--- config.mk ---
export PLATFORM = sky130hd
export DESIGN_NAME = regfile_scoreboard_flat
export DESIGN_NICKNAME = d
export VERILOG_FILES = /design/src/rtl/regfile_scoreboard_if.sv /design/src/rtl/regfile_scoreboard.sv /design/src/flat_wrapper.sv
export SDC_FILE = /design/constraint.sdc
export NUM_CORES = 2
export LEC_CHECK = 0
export ABC_AREA = 1
export BUFFER_PORTS_ARGS = -buffer_cell sky130_fd_sc_hd__buf_4
export CAP_MARGIN = 20
export CORE_MARGIN = 10
export CORE_UTILIZATION = 55
export CTS_CLUSTER_DIAMETER = 40
export DETAILED_ROUTE_END_ITERATION = 10
export PLACE_DENSITY = 0.71
export SYNTH_ARGS = -nofsm -noshare
export SYNTH_HDL_FRONTEND = slang
export SYNTH_SLANG_ARGS = --single-unit
--- constraint.sdc ---
create_clock -name clk -period 4.25 [get_ports clk]
set_clock_uncertainty 0.15 [all_clocks]
set_input_delay 1.275 -clock clk [delete_from_list [all_inputs] [get_ports clk]]
set_output_delay 1.275 -clock clk [all_outputs]
set_load 0.005 [all_outputs]
--- src/rtl/regfile_scoreboard_if.sv ---
// Register file bus: read ports, writeback, issue and scoreboard status.
interface regfile_scoreboard_if #(
  parameter int XLEN  = 32,
  parameter int NREGS = 32,
  parameter int NREAD = 2
);
  localparam int AW = $clog2(NREGS);

  logic [NREAD*AW-1:0]   rd_addr;
  logic [NREAD*XLEN-1:0] rd_data;
  logic [NREAD-1:0]      rd_busy;
  logic                  wr_en;
  logic [AW-1:0]         wr_addr;
  logic [XLEN-1:0]       wr_data;
  logic                  iss_en;
  logic [AW-1:0]         iss_addr;
  logic [NREGS-1:0]      busy_vec;
  logic [AW:0]           busy_cnt;
  logic                  wb_unexpected;

  modport master (
    output rd_addr, wr_en, wr_addr, wr_data, iss_en, iss_addr,
    input  rd_data, rd_busy, busy_vec, busy_cnt, wb_unexpected
  );

  modport slave (
    input  rd_addr, wr_en, wr_addr, wr_data, iss_en, iss_addr,
    output rd_data, rd_busy, busy_vec, busy_cnt, wb_unexpected
  );
endinterface

--- src/rtl/regfile_scoreboard.sv ---
// Parametrised register file with write-first bypass, hardwired r0 and a
// per-register busy scoreboard with outstanding-count tracking.
module regfile_scoreboard #(
  parameter int XLEN  = 32,
  parameter int NREGS = 32,
  parameter int NREAD = 2
) (
  input  logic                 clk,
  input  logic                 rst_n,
  regfile_scoreboard_if.slave  bus
);
  localparam int AW = $clog2(NREGS);

  logic [NREGS-1:0][XLEN-1:0] regs;
  logic [NREGS-1:0]           busy_q;
  logic [NREGS-1:0]           busy_nxt;
  logic [AW:0]                cnt_q;
  logic [AW:0]                cnt_nxt;
  logic                       unexp_q;
  logic                       unexp_nxt;

  logic                       wr_live;
  logic                       iss_live;
  logic                       cnt_inc;
  logic                       cnt_dec;

  logic [NREAD*XLEN-1:0]      rd_data_c;
  logic [NREAD-1:0]           rd_busy_c;
  logic [AW-1:0]              ra;

  assign wr_live  = bus.wr_en  && (bus.wr_addr  != '0);
  assign iss_live = bus.iss_en && (bus.iss_addr != '0);

  // Combinational read ports: r0 reads zero, a same-cycle writeback bypasses storage
  always_comb begin
    rd_data_c = '0;
    rd_busy_c = '0;
    ra        = '0;
    for (int unsigned i = 0; i < NREAD; i++) begin
      ra = bus.rd_addr[i*AW +: AW];
      if (ra == '0) begin
        rd_data_c[i*XLEN +: XLEN] = '0;
        rd_busy_c[i]              = 1'b0;
      end else if (bus.wr_en && (bus.wr_addr == ra)) begin
        rd_data_c[i*XLEN +: XLEN] = bus.wr_data;
        rd_busy_c[i]              = 1'b0;
      end else begin
        rd_data_c[i*XLEN +: XLEN] = regs[ra];
        rd_busy_c[i]              = busy_q[ra];
      end
    end
  end

  // Next scoreboard state: clear on retire, then set on issue so a same-address issue wins
  always_comb begin
    busy_nxt = busy_q;
    if (wr_live)  busy_nxt[bus.wr_addr]  = 1'b0;
    if (iss_live) busy_nxt[bus.iss_addr] = 1'b1;

    cnt_inc   = iss_live && !busy_q[bus.iss_addr];
    cnt_dec   = wr_live && busy_q[bus.wr_addr] &&
                !(iss_live && (bus.iss_addr == bus.wr_addr));
    unique case ({cnt_inc, cnt_dec})
      2'b10:   cnt_nxt = cnt_q + 1'b1;
      2'b01:   cnt_nxt = cnt_q - 1'b1;
      default: cnt_nxt = cnt_q;
    endcase

    unexp_nxt = wr_live && !busy_q[bus.wr_addr];
  end

  // Register storage: synchronous clear, r0 never written
  always_ff @(posedge clk) begin
    if (!rst_n) begin
      regs <= '0;
    end else if (wr_live) begin
      regs[bus.wr_addr] <= bus.wr_data;
    end
  end

  // Scoreboard state and the unexpected-writeback pulse
  always_ff @(posedge clk) begin
    if (!rst_n) begin
      busy_q  <= '0;
      cnt_q   <= '0;
      unexp_q <= 1'b0;
    end else begin
      busy_q  <= busy_nxt;
      cnt_q   <= cnt_nxt;
      unexp_q <= unexp_nxt;
    end
  end

  assign bus.rd_data       = rd_data_c;
  assign bus.rd_busy       = rd_busy_c;
  assign bus.busy_vec      = busy_q;
  assign bus.busy_cnt      = cnt_q;
  assign bus.wb_unexpected = unexp_q;

endmodule

--- src/flat_wrapper.sv ---
// flat-port wrapper written by rule: the top's interface ports become plain ports
module regfile_scoreboard_flat 
#(
  parameter int XLEN  = 32,
  parameter int NREGS = 32,
  parameter int NREAD = 2
)
  (clk, rst_n, bus_rd_addr, bus_wr_en, bus_wr_addr, bus_wr_data, bus_iss_en, bus_iss_addr, bus_rd_data, bus_rd_busy, bus_busy_vec, bus_busy_cnt, bus_wb_unexpected);
  regfile_scoreboard_if #(.XLEN(XLEN), .NREGS(NREGS), .NREAD(NREAD)) bus_i ();
  input  logic clk;
  input  logic rst_n;
  input wire logic [$bits(bus_i.rd_addr)-1:0] bus_rd_addr;
  input wire logic [$bits(bus_i.wr_en)-1:0] bus_wr_en;
  input wire logic [$bits(bus_i.wr_addr)-1:0] bus_wr_addr;
  input wire logic [$bits(bus_i.wr_data)-1:0] bus_wr_data;
  input wire logic [$bits(bus_i.iss_en)-1:0] bus_iss_en;
  input wire logic [$bits(bus_i.iss_addr)-1:0] bus_iss_addr;
  output wire logic [$bits(bus_i.rd_data)-1:0] bus_rd_data;
  output wire logic [$bits(bus_i.rd_busy)-1:0] bus_rd_busy;
  output wire logic [$bits(bus_i.busy_vec)-1:0] bus_busy_vec;
  output wire logic [$bits(bus_i.busy_cnt)-1:0] bus_busy_cnt;
  output wire logic [$bits(bus_i.wb_unexpected)-1:0] bus_wb_unexpected;
  assign bus_i.rd_addr = bus_rd_addr;
  assign bus_i.wr_en = bus_wr_en;
  assign bus_i.wr_addr = bus_wr_addr;
  assign bus_i.wr_data = bus_wr_data;
  assign bus_i.iss_en = bus_iss_en;
  assign bus_i.iss_addr = bus_iss_addr;
  assign bus_rd_data = bus_i.rd_data;
  assign bus_rd_busy = bus_i.rd_busy;
  assign bus_busy_vec = bus_i.busy_vec;
  assign bus_busy_cnt = bus_i.busy_cnt;
  assign bus_wb_unexpected = bus_i.wb_unexpected;
  regfile_scoreboard #(.XLEN(XLEN), .NREGS(NREGS), .NREAD(NREAD)) u_core (.clk(clk), .rst_n(rst_n), .bus(bus_i));
endmodule
======== Word-level counts from Yosys, hierarchy flattened ========
Cells that the tools add are included.
W data, S select, Z words.
word-level totals
  register bits ........................... 1,063
  bits of input ports ..................... 56
  output and inout port bits .............. 105
  word-level logic and storage cells ...... 100
operators by class
  add/sub/neg operators ................... 2
  magnitude comparators ................... 6
  equality and inequality tests ........... 5
  muxes and demuxes ....................... 30
  bitwise gates (word level) .............. 3
  reductions and logical operators ........ 19
operators by type and width
  operator               number
  $bwmux W1024           1
  $bmux W32 S5           2
  $mux W32               9
  $demux W32 S5          1
  $and A32 B32 Y32       1
  $not A32 Y32           1
  $or A32 B32 Y32        1
  $lt A5 B6 Y1 const B   4
  $bmux W1 S5            4
  $eq A5 B5 Y1           3
  $pmux W6 S2            1
  $logic_and A1 B1 Y1    11
  $demux W1 S5           2
  $ge A5 B1 Y1 const B   2
  $logic_not A5 Y1       2
  $mux W1                10
  $reduce_bool A5 Y1     2
  $add A6 B1 Y6 const B  1
  $sub A6 B1 Y6 const B  1
  $logic_not A1 Y1       3
  $eq A2 B1 Y1 const B   1
  $eq A2 B2 Y1 const B   1
  $reduce_bool A2 Y1     1

======== Longest topological paths before layout ========
  word-level depth ........................ 9
  depth in mapped cells ................... 18
  gate-level depth less buffers ........... 17

======== Worst setup path after synthesis ========
Ideal clock, no wire load.
  kind .................................... input to output
  start ................................... input bus_rd_addr[5]
  end ..................................... output bus_rd_data[63]
  arrival time ............................ 2.488 ns
  required time ........................... 2.825 ns
  path slack .............................. 0.337 ns
  stages on the path ...................... 13
  path buffers ............................ 4
  cells stage by stage .................... buf_2 > inv_1 > buf_4 > buf_2 > buf_2 > nand2_1 > nand3_1 > nand2_1 > a21oi_1 > nand2_1 > nand3_1 > nand2_1 > a21oi_1
between the ends
  word-level cells in the longest chain between the ends .. 4
  elaborated cells on any way between the ends .. 7
  those cells by class .................... eq/ne: 1; mux: 4; reduce/logical: 2
ends and longest elaborated chain
  item                                                                          line                                                text
  start, declared                                                               flat_wrapper.sv:12                                  input wire logic [$bits(bus_i.rd_addr)-1:0] bus_rd_addr;
  $bmux W32 S5 / $eq A5 B5 Y1 (equally long branches)                           regfile_scoreboard.sv:48, regfile_scoreboard.sv:44
  $mux W32 (not written as such) / $logic_and A1 B1 Y1 (equally long branches)  regfile_scoreboard.sv:48, regfile_scoreboard.sv:44
  $mux W32                                                                      regfile_scoreboard.sv:44                            end else if (bus.wr_en && (bus.wr_addr == ra)) begin
  $mux W32 (*)                                                                  regfile_scoreboard.sv:41                            if (ra == '0) begin
  end, declared                                                                 flat_wrapper.sv:18                                  output wire logic [$bits(bus_i.rd_data)-1:0] bus_rd_data;
Every way passes the cells marked *; elsewhere a longest branch is shown, timed or not. The select of a mux whose other input is x is not followed.

======== Worst setup path after layout ========
  start ................................... input bus_rd_addr[6]
  end ..................................... output bus_rd_data[33]
Same word-level chain as after synthesis.

==> summary.txt <==
Final layout
  • Final core occ: 0.704
  • Fin nets: approximately 9500
  • Share of cells above drive strength 1: 0.168
  • Non-filler cells, final: about 11000
  • Multi-input gate area: around 33000 um2
  • Sequential Area: between 20000 and 25000 um2
  • Layout overhead on the synthesized area: 26.8%
  • FILL cells: 8839

Timing
  • Post-route minimum period: 4.40 ns
  • Max-slew violations: 0
  • Hold WS: between 0.2 and 0.3 ns
  • RSZ-0062 raised after global routing: yes
  • # setup viols final: between 50 and 60
  • Highest clock rate: about 0.23 GHz
  • Worst-margin pin slew: ~1.3 ns
  • Final worst path period share: 1.03
  • Setup ws final: -0.146 ns
  • Final Hold Viols: 0
  • Slew HR: 0.154

Global routing
  • Number of antenna violations at the first check in global routing: 6
  • Vias in the first global route: about 63000
  • First-pass GRT wire length: 391 mm
  • Largest net degree at the start of global routing: 200
  • Total GRT Usage: 0.418
  • GRT Residual Overflow: 0

Setup path
  • Worst R2R Path Depth: 16
  • Worst EP arrival: just under 3 ns
  • WS Path Type: in -> out
  • Critical path startpoint category: input port
  • Reg2Reg Capture Point: u_core.bus.busy_cnt[3]$_SDFFE_PN0P_
  • Reg2Reg Setup Slack: 1.45 ns
  • Origin of the critical flop-to-flop path: u_core.bus.busy_vec[31]$_SDFF_PN0_
  • Worst-path maximum fanout: 7
  • Setup crit end kind: output pin
  • Critical Path RT: around 2.8 ns
  • CP endpoint: bus_rd_data[33]
  • CP Launch Point: bus_rd_addr[6]

Clock network
  • Clk pin slew, worst setup/hold paths: roughly 0.05 ns
  • CTS hold repair buffers: 0
  • Clock sink count: roughly 1100
  • Root Buffer Master: clkbuf_16
  • CTS Buffer Depth: 3
  • CTS tree: done
  • Cts bufs inserted: 170
  • Worst skew pair latency: roughly 0.79 ns
  • Max H-tree Level: 4

Die
  • Top Ports: approximately 160
  • Site row count: ~120
  • Starting Density: 0.555
  • Horiz. Die Dim: roughly 350 um
  • Chip height: 346 um
  • Die area: 120000 um2
  • CORE AREA: 106000 um2

Status
  • Status: complete, but fails checks
  • Failing checks: setup timing

Synth
  • Post-synthesis cell count: a little over 9000
  • Synth Area per Inst: between 6 and 7 um2
  • Sequential-to-total area share from yosys stat: 0.363
  • Distinct cell type count after synthesis: 37
  • FF+latch count, synth: approximately 1100
  • Yosys warnings: 0
  • Mapped cell area: 58600 um2
  • Post-synth net total: 9328

Min path
  • Hold Path Origin: u_core.regs[17]$_SDFFE_PN0P_
  • Min-delay worst type: reg -> reg

Placement
  • Inst Count DP: 10500
  • GP Congestion: ~1.0
  • Setup WS pre-CTS: -0.437 ns
  • Port Buffers: 160
  • DP HPWL: 165 mm

Drt
  • Max Used Layer: met5
  • Routed Wire Length: about 270 mm
  • Vias per cell: 6.35
  • Met1 wire length: ~96 mm
  • Via count: about 70000
  • Metal3 WL: approximately 38 mm
  • Detailed Route Iter0 Violations: about 11000
  • Routed Antenna Nets: 0
  • Wire per inst: 24.6 um
  • Met2 WL post-DR: 112 mm
  • Drt first pass iters: 10
  • Drc violations: 0

Power and ir drop
  • Leak Pwr: 31.1 nW
  • Peak supply drop: roughly 0.35 mV
  • Pwr Density: 391 nW/um2

Flow run
  • Max cap viols: 0
-- critical path: stages --
cell	delay (ns)
buf_16	0.14
buf_6	0.13
nor2_4	0.15
buf_4	0.14
buf_8	0.11
buf_12	0.14
buf_4	0.15
o21ai_0	0.08
a21oi_1	0.12
nor2_1	0.07
nand2_1	0.08
nand3_1	0.07
nand2_1	0.11
a21oi_2	0.06
buf_4	0.14
-- cells in the mapped netlist --
cell type | instances | area [um2]
nand2_1 | 1731 | 6500
o21ai_0 | 1267 | 6340
nor2_1 | 1248 | 4680
dfxtp_1 | 1063 | 21300
nand3_1 | 989 | 4950
a21oi_1 | 849 | 4250
inv_1 | 612 | 2300
clkbuf_1 | 476 | 1790
o211ai_1 | 389 | 2920
buf_2 | 284 | 1420
buf_1 | 76 | 285
inv_2 | 48 | 180
o21ai_1 | 39 | 195
or2_2 | 34 | 213
a22oi_1 | 24 | 180
nand3b_1 | 17 | 128
nor2_4 | 13 | 146
nor3_1 | 12 | 60.1
buf_4 | 11 | 82.6
nand4_1 | 11 | 68.8
a31oi_1 | 10 | 62.6
nor2_2 | 9 | 56.3
xor2_1 | 9 | 78.8
buf_6 | 7 | 78.8
nand2_2 | 7 | 43.8
nor3_2 | 6 | 60.1
ha_1 | 5 | 62.6
clkinv_1 | 4 | 15.0
xnor2_1 | 4 | 35.0
inv_4 | 3 | 18.8
clkbuf_2 | 2 | 10.0
nor3_4 | 2 | 32.5
a211oi_1 | 1 | 7.51
a41oi_1 | 1 | 8.76
fa_1 | 1 | 20.0
nor2_8 | 1 | 20.0
o22ai_1 | 1 | 6.26
-- logic make-up after synthesis --
group / synth area share
flops: 0.363
simple gates: 0.290
buf+inv: 0.105
xor+xnor: 0.00194
fa+ha+maj: 0.00141
compound gates: 0.238
-- timing repair --
action                                  4_1_cts  5_1_grt
pin swaps                                    72      168
hold endpoints to repair                      0        0
gates cloned                                 25       24
gates resized for setup                     308      321
setup buffers                                32       31
endpoints found under the setup margin       66       66
-- registers in the layout, summed over array words and instances (netlist names) --
signal / count
u_core.regs: 1024
u_core.bus.wb_unexpected: 1
u_core.bus.busy_cnt: 6
u_core.bus.busy_vec: 32
-- area by class of cell --
class                      instances  share of cell area
sequential                      1063               0.286
clock buffer                     211              0.0643
clock inverter                   103              0.0154
timing repair buffer             849               0.135
tap                             1391              0.0234
antenna                            7            0.000236
multi-input combinational       6680               0.440
inverter                         667              0.0351
-- metal layers --
layer | vias to the layer above | track usage
met3 | 1356 | 0.126
met2 | 5536 | 0.606
met4 | 6 | 0.337
met5 | - | 0
li1 | 31100 | -
met1 | 31700 | 0.511
-- where the power goes --
group,internal [mW],total [mW],switching (mW)
Combinational,1.62,4.43,2.81
Sequential,10.1,10.2,0.0783
Clock,9.05,14.5,5.41
Total,20.8,29.1,8.30
-- placed cells by master, fill, tap and decap left out, drive strengths merged, types with 4 or more instances in the layout --
cell	n
nand3	989
dfxtp	1063
a22oi	24
nand3b	17
inv	681
clkbuf	230
diode	7
xor2	9
bufbuf	7
clkinv	46
buf	823
ha	5
nand2	1738
a31oi	10
xnor2	4
o211ai	389
nor2	1271
nand4	11
bufinv	17
o21ai	1306
clkinvlp	26
nor3	20
a21oi	849
or2	34
-- metrics by stage --
step	area (um2)	total power, mW	setup TNS [ns]
finish	74300	29.1	-3.78
global route	74300	29.7	-6.87
CTS	72400	28.6	-1.01
detailed placement	64200	14.1	-10.88
global placement	64100	14.0	-10.03
floorplan	58600	12.4	0
-- how the worst min path moves through the flow --
| stage | slack [ns] | endpoint | cells after the start |
|---|---|---|---|
| 2_1_floorplan | 0.26 | u_core.regs[17]$_SDFFE_PN0P_ | 2 |
| 3_3_place_gp | 0.27 | u_core.regs[17]$_SDFFE_PN0P_ | 2 |
| 3_5_place_dp | 0.27 | u_core.regs[17]$_SDFFE_PN0P_ | 2 |
| 4_1_cts | 0.28 | u_core.regs[17]$_SDFFE_PN0P_ | 2 |
| 5_1_grt | 0.30 | u_core.regs[14]$_SDFFE_PN0P_ | 2 |
| 6_report | 0.28 | u_core.regs[17]$_SDFFE_PN0P_ | 2 |
Note: power is estimated with default switching activity, not from simulation.
